==> src/rtl/apb_slv_mem.sv <==
// APB slave with a small word-addressed memory, programmable wait states,
// byte-lane write strobes and error signalling for out-of-range or misaligned
// addresses.
module apb_slv_mem #(
   parameter int ADDR_WIDTH  = 8,
   parameter int DATA_WIDTH  = 32,
   parameter int MEM_DEPTH   = 16,
   parameter int WAIT_CYCLES = 2
) (
   input  logic                    PCLK,
   input  logic                    PRESETn,
   input  logic                    PSELx,
   input  logic                    PENABLE,
   input  logic                    PWRITE,
   input  logic [ADDR_WIDTH-1:0]   PADDR,
   input  logic [DATA_WIDTH-1:0]   PWDATA,
   input  logic [DATA_WIDTH/8-1:0] PSTRB,
   output logic [DATA_WIDTH-1:0]   PRDATA,
   output logic                    PREADY,
   output logic                    PSLVERR
);

   localparam int BYTES = DATA_WIDTH / 8;
   localparam int LSB   = $clog2(BYTES);
   localparam int IDX_W = (MEM_DEPTH > 1) ? $clog2(MEM_DEPTH) : 1;
   localparam logic [ADDR_WIDTH-1:0] ALIGN_MASK = ADDR_WIDTH'(BYTES - 1);
   localparam logic [ADDR_WIDTH:0]   DEPTH_L    = (ADDR_WIDTH + 1)'(MEM_DEPTH);
   localparam logic [3:0]            WAIT_L     = 4'(WAIT_CYCLES);

   typedef enum logic {
      S_IDLE,
      S_ACCESS
   } state_t;

   state_t                  r_state;
   logic [3:0]              r_waitCnt;
   logic [ADDR_WIDTH-1:0]   r_addr;
   logic                    r_write;
   logic [DATA_WIDTH-1:0]   r_wdata;
   logic [BYTES-1:0]        r_strb;
   logic [DATA_WIDTH-1:0]   r_mem [MEM_DEPTH];

   logic [ADDR_WIDTH-1:0]   w_wordIdx;
   logic [IDX_W-1:0]        w_memIdx;
   logic                    w_err;
   logic                    w_ready;

   // Decode the captured address into a word index and flag range/alignment errors
   always_comb begin
      w_wordIdx = r_addr >> LSB;
      w_memIdx  = w_wordIdx[IDX_W-1:0];
      w_err     = ({1'b0, w_wordIdx} >= DEPTH_L) || ((r_addr & ALIGN_MASK) != '0);
   end

   // Bus outputs depend only on state and counter, never directly on bus inputs
   always_comb begin
      w_ready = (r_state == S_ACCESS) && (r_waitCnt == 4'd0);
      PREADY  = w_ready;
      PSLVERR = w_ready && w_err;
      PRDATA  = (w_ready && !r_write && !w_err) ? r_mem[w_memIdx] : '0;
   end

   // Transfer FSM: capture on setup, count wait states, commit writes on completion
   always_ff @(posedge PCLK or negedge PRESETn) begin
      if (!PRESETn) begin
         r_state   <= S_IDLE;
         r_waitCnt <= 4'd0;
         r_addr    <= '0;
         r_write   <= 1'b0;
         r_wdata   <= '0;
         r_strb    <= '0;
         for (int i = 0; i < MEM_DEPTH; i++) begin
            r_mem[i] <= '0;
         end
      end else begin
         case (r_state)
            S_IDLE: begin
               if (PSELx && !PENABLE) begin
                  r_state   <= S_ACCESS;
                  r_waitCnt <= WAIT_L;
                  r_addr    <= PADDR;
                  r_write   <= PWRITE;
                  r_wdata   <= PWDATA;
                  r_strb    <= PSTRB;
               end
            end
            S_ACCESS: begin
               if (!PSELx) begin
                  r_state   <= S_IDLE;
                  r_waitCnt <= 4'd0;
               end else if (r_waitCnt != 4'd0) begin
                  r_waitCnt <= r_waitCnt - 4'd1;
               end else if (PENABLE) begin
                  r_state <= S_IDLE;
                  if (r_write && !w_err) begin
                     for (int b = 0; b < BYTES; b++) begin
                        if (r_strb[b]) begin
                           r_mem[w_memIdx][8*b +: 8] <= r_wdata[8*b +: 8];
                        end
                     end
                  end
               end
            end
            default: begin
               r_state <= S_IDLE;
            end
         endcase
      end
   end

endmodule
==> config.mk <==
export PLATFORM = sky130hd
export DESIGN_NAME = apb_slv_mem
export DESIGN_NICKNAME = d
export VERILOG_FILES = /design/src/rtl/apb_slv_mem.sv
export SDC_FILE = /design/constraint.sdc
export NUM_CORES = 1
export LEC_CHECK = 0
export ABC_AREA = 1
export BUFFER_PORTS_ARGS = -buffer_cell sky130_fd_sc_hd__buf_2
export CAP_MARGIN = 40
export CORE_MARGIN = 2
export CORE_UTILIZATION = 28
export CTS_CLUSTER_SIZE = 12
export DETAILED_ROUTE_END_ITERATION = 7
export PLACE_DENSITY = 0.47
export SLEW_MARGIN = 20
export SYNTH_ARGS = -nofsm -noshare
export SYNTH_HDL_FRONTEND = slang
export SYNTH_SLANG_ARGS = --single-unit
==> constraint.sdc <==
create_clock -name PCLK -period 2.4 [get_ports PCLK]
set_input_delay 0.12 -clock PCLK [delete_from_list [all_inputs] [get_ports PCLK]]
set_output_delay 0.12 -clock PCLK [all_outputs]
set_load 0.05 [all_outputs]
* Word level (Yosys, flattened, before mapping) *
Cells that the tools add are included.

storage, ports and cells
  register bits after elaboration = 562
  output and inout bits = 34
  logic and storage cells = 92

operators by class
  muxes and demuxes = 44
  $add $sub $neg = 1
  bitwise operators = 3
  $lt $le $gt $ge = 3
  eq/ne operators = 2
  reduce and logical (&&, ||, !) cells = 17

operator list
  kind                   number
  $mux W512              19
  $bwmux W512            4
  $demux W32 S4          4
  $bmux W32 S4           1
  $mux W32               4
  $mux W24               1
  $mux W16               1
  $mux W4                3
  $mux W8                1
  $pmux W4 S2            1
  $reduce_bool A8 Y1     1
  $logic_and A1 B1 Y1    7
  $ge A6 B5 Y1 const B   1
  $ge A5 B5 Y1 const B   1
  $lt A5 B1 Y1 const B   1
  $not A4 Y5             1
  $reduce_and A5 Y1      1
  $logic_not A4 Y1       1
  $mux W1                4
  $reduce_and A2 Y1      2
  $reduce_bool A4 Y1     1
  $sub A4 B1 Y4 const B  1
  $logic_not A1 Y1       3
  $ne A3 B2 Y1 const B   1
  4 further kinds        5

* Logic depth before layout (Yosys ltp) *
  word-level depth = 28
  depth in mapped cells = 11
  gate-level depth less buffers = 9

* Worst setup path before layout *
No wires, ideal clock.

  path type = register -> output
  start = reg r_waitCnt[0]
  end = out PRDATA[0]
  required time = 2280 ps
  path slack = -502 ps
  arrival time = 2782 ps
  buffers on the path = 1
  stages on the path, launching flop included = 10
  cell sequence = dfrtp_1 inv_1 ha_1 nand3_2 nor2_1 nand3_1 inv_1 buf_1 nand2_1 nor2_1

on the way
  cells in the longest elaborated chain, start to end = 5

RTL lines
  element                           RTL line  source
  from (decl)                       36        logic [3:0] r_waitCnt;
  from (signal assigned)            92        r_waitCnt <= r_waitCnt - 4'd1;
  $logic_not A4 Y1                  57        w_ready = (r_state == S_ACCESS) && (r_waitCnt == 4'd0);
  $logic_and A1 B1 Y1               57
  net PREADY                        19        output logic PREADY,
  $logic_and A1 B1 Y1 (2 in a row)  60        PRDATA = (w_ready && !r_write && !w_err) ? r_mem[w_memIdx] : '0;
  $mux W32                          60
  to (decl)                         18        output logic [DATA_WIDTH-1:0] PRDATA,

The timed path passes the listed nets, and every way through them passes these cells.

* Worst setup path in the final report *
  start = reg r_addr[2]
  end = out PRDATA[22]

on the way
  cells in the longest elaborated chain, start to end = 5
  elaborated cells between the ends (all ways) = 9
  those cells by class = order compare: 1; mux: 4; bitwise: 1; reduce/logical: 3

RTL lines
  element                                             RTL line  source
  from (decl)                                         37        logic [ADDR_WIDTH-1:0] r_addr;
  from (signal assigned)                              68        r_addr <= '0;
  from (signal assigned)                              81        r_addr <= PADDR;
  $ge A6 B5 Y1 or $not A4 Y5 (tied branches)          52, 60
  $logic_or A1 B1 Y1 or $bmux W32 S4 (tied branches)  52, 60
  $logic_not A1 Y1 or $mux W32 (tied branches)        60
  $logic_and A1 B1 Y1 or $mux W32 (tied branches)     60
  $mux W32 *                                          60

Mark *: on every way between the ends. The rest lies on a longest branch, timed or not. The select of a mux whose other input is x is not followed.

==> metrics.cfg <==
[run]
max-cap-violations = 0

[final_layout]
post_route_cells_drive_above_1_share = 0.199
layout-area-overhead-vs-synth_pct = 29.7
utilization = 0.366
layout.nets = 4038
instances_no_fill = 5406

[sta]
period_share = 1.10
timing.clock.skew_ns = 0.0283
worstMarginPinSlew_ns = 0.908
finalHoldViolations = 0
rsz0062_at_grt = yes
timing.final.setup_violations = 32
drv_slew = 0
max_slew_margin = 0.395
achievable-frequency_ghz = 0.380
worst_setup_margin_ns = -0.234
fin_crit_ns = 2.63

[drt]
route.vias.total = 27100
post-route-drc-count = 0
post_drt_wl_per_cell_um = 21.2
postRouteWirelength_mm = 114
vias_per_cell = 5.02
drt_iter0_drc = 2461
postRouteAntennaNets = 0
met2_wirelength_mm = 52.4
highest-signal-layer = met4
drt-met1-wl_mm = 53.0
firstDrtPassIters = 5
met3RoutedLength_mm = 6.45

[yosys]
yosysMostFrequentCell = sky130_fd_sc_hd__nand2_1
synth_seq_area_share = 0.490
synth_fp_nets = 3862
warning_count_from_the_yosys_run = 0
yosysTopAreaCell = sky130_fd_sc_hd__dfrtp_1
dominantRegCellSynth = sky130_fd_sc_hd__dfrtp_1
post_synth_num_cell_types = 24
synth_area_mm2 = 0.0287
cells_after_synthesis = 3812
number_of_register_bits_inferred_by_synthesis = 562
synth_top_area_share = 0.490
synth-async-reset-ratio = 1.00
synth_edf_count = 0
synth_common_cells = sky130_fd_sc_hd__nand2_1 (1,458), sky130_fd_sc_hd__nor2_1 (574), sky130_fd_sc_hd__dfrtp_1 (562), sky130_fd_sc_hd__nand4_1 (551), sky130_fd_sc_hd__clkbuf_1 (175)
yosys-top-cells-area = sky130_fd_sc_hd__dfrtp_1 (49%), sky130_fd_sc_hd__nand2_1 (19%), sky130_fd_sc_hd__nand4_1 (12%), sky130_fd_sc_hd__nor2_1 (7.5%), sky130_fd_sc_hd__clkbuf_1 (2.3%)
syn_area_per_cell_um2 = 7.54

[place]
io_buffers = 82
place_congestion = 0.824
placedCellCount = 5158
estimated_wirelength_of_the_detail_placed_design_mm = 69.1

[floorplan]
floorplan.die.width_um = 324
floorplan.die.height_um = 324
num_rows = 117
initial_utilization = 0.282
floorplan.core_area_mm2 = 0.102
io_pins = 83
die_area_mm2 = 0.105

[worst_setup_path]
setup.worst_path.end_class = output pin
critPathRequiredTime_ns = 2.28
path_max_fanout = 6
r2r.worst_path.cells = 11
worst-setup-path-type = reg -> out
cp_data_arrival_time_ns = 2.51
critPathLaunchType = flop

[cts]
cts.path.max_buffers = 3
cts_tree = yes
clock_tree.htree_level_count = 3
clk_pin_slew_ns = 0.06
number_of_clock_buffers_inserted_by_tritoncts = 69
clkSinkCount = 562
worst_skew_pair.late_latency_ns = 0.64
cts.root.buffer_cell = sky130_fd_sc_hd__clkbuf_16

[worst_hold_path]
worst_hold_path_type = in -> async

[power]
peakVddDrop_v = 0.000632
leakage_power_nw = 18.8
power.density_mw_per_mm2 = 863

[global_routing]
grt_max_degree = 96
grt_antenna_before_repair = 0
first_global_vias = 26200
first_pass_grt_wire_length_mm = 171
grtUsageTotal = 0.210
grt_overflow_total = 0

[outcome]
status = finished with violations
violations = negative setup slack

cells in the final DEF, fill, tap and decap left out, types with 13 or more instances in the layout:
cell,netlist,final
sky130_fd_sc_hd__clkbuf_1,175,16
sky130_fd_sc_hd__o21ai_0,36,21
sky130_fd_sc_hd__clkbuf_8,0,14
sky130_fd_sc_hd__buf_2,113,49
sky130_fd_sc_hd__buf_8,0,35
sky130_fd_sc_hd__dfrtp_1,562,557
sky130_fd_sc_hd__buf_16,0,13
sky130_fd_sc_hd__nand2_1,1458,1397
sky130_fd_sc_hd__o21ai_1,0,15
sky130_fd_sc_hd__dlygate4sd3_1,0,49
sky130_fd_sc_hd__inv_1,137,133
sky130_fd_sc_hd__nand4_1,551,551
sky130_fd_sc_hd__nor2_1,574,470
sky130_fd_sc_hd__clkbuf_16,0,79
sky130_fd_sc_hd__buf_12,0,62
sky130_fd_sc_hd__nor2_4,13,75
sky130_fd_sc_hd__nand3_4,0,15
sky130_fd_sc_hd__nand3_1,53,15
sky130_fd_sc_hd__buf_4,8,177
sky130_fd_sc_hd__nand3_2,31,54
sky130_fd_sc_hd__mux2_2,40,40
sky130_fd_sc_hd__buf_6,0,33
sky130_fd_sc_hd__nand2_2,2,52
sky130_fd_sc_hd__nor2_2,3,45
power by group:
| part | leakage, nW | switching (mW) | internal, mW | total, mW |
|---|---|---|---|---|
| Combinational | 9.95 | 7.41 | 3.56 | 11.0 |
| Clock | 1.12 | 4.34 | 6.51 | 10.8 |
| Sequential | 7.74 | 0.572 | 9.78 | 10.3 |
routing by layer:
metal  vias to the layer above  global-route usage
li1                      12800                   -
met1                     13300               0.301
met2                       819               0.331
met3                       154              0.0275
met4                         0              0.0562
met5                         -                   0
registers in the layout (all words and copies together) (netlist names):
register / cells
r_wdata: 32
r_strb: 4
r_waitCnt: 4
r_addr: 8
r_state: 1
r_mem: 512
r_write: 1
metrics by stage:
step / setup TNS, ns / power (mW) / cell area (µm²) / hold slack [ns] / worst slack [ns]
6_report: -5.93 / 32.2 / 37300 / 0.0208 / -0.234
5_1_grt: -8.60 / 33.4 / 37300 / 0.0494 / -0.313
4_1_cts: -6.52 / 31.4 / 36200 / 0.0137 / -0.300
3_5_place_dp: 0 / 19.1 / 31800 / 0.0929 / 0.0653
3_3_place_gp: 0 / 19.1 / 31800 / 0.0942 / 0.107
2_1_floorplan: 0 / 15.1 / 28800 / -0.176 / 0.156
path summary, 6_finish.rpt:
kind	slack, ns	end	from
worst min-delay path	0.02	r_mem[284]	PRESETn
min in group PCLK	0.27	r_wdata[19]	PWDATA[19]
worst min register to register	0.47	r_mem[335]	r_mem[335]
worst max-delay path	-0.23	PRDATA[22]	r_addr[2]
max in group asynchronous	1.42	r_mem[459]	PRESETn
worst max register to register	0.03	r_mem[336]	r_addr[3]
area by class of cell:
cell class | instances | area (µm²)
flip-flops and latches | 562 | 14100
fillers | 10500 | 64500
inverters | 150 | 583
clock inverters | 17 | 220
clock buffers | 103 | 2080
diodes | 1 | 2.50
multi-input cells | 2781 | 13900
repair buffers | 424 | 4710
well taps | 1368 | 1710
logic make-up (layout without fill, tap and decap cells):
| family | count (synthesis) | in the layout | share of synthesized area |
|---|---|---|---|
| flops | 562 | 562 | 0.490 |
| buf+inv | 469 | 694 | 0.0672 |
| simple gates | 2699 | 2699 | 0.420 |
| fa+ha+maj | 1 | 1 | 0.000435 |
| compound gates | 41 | 41 | 0.00714 |
| mux | 40 | 40 | 0.0157 |
| other cells | 0 | 1 | 0 |
worst max-delay path: stages, from the launching register on:
cell and delay, ns:
sky130_fd_sc_hd__dfrtp_2 0.42, sky130_fd_sc_hd__buf_8 0.16, sky130_fd_sc_hd__nand2_8 0.11, sky130_fd_sc_hd__clkinvlp_4 0.11, sky130_fd_sc_hd__buf_12 0.16, sky130_fd_sc_hd__buf_6 0.13
sky130_fd_sc_hd__nand2_2 0.04, sky130_fd_sc_hd__nand4_1 0.14, sky130_fd_sc_hd__nand2_2 0.14, sky130_fd_sc_hd__nand2_2 0.07, sky130_fd_sc_hd__nor2_4 0.20, sky130_fd_sc_hd__buf_8 0.18
what timing repair did:
action / 4_1_cts / 5_1_grt
pin swaps: 45 / 116
gates cloned: 13 / 7
setup endpoints to repair: 32 / 132
gates resized for setup: 255 / 185
hold buffers: 49 / 0
setup buffers: 32 / 28
hold endpoints to repair: 564 / 0
No activity file was read; power rests on OpenSTA's default activity.
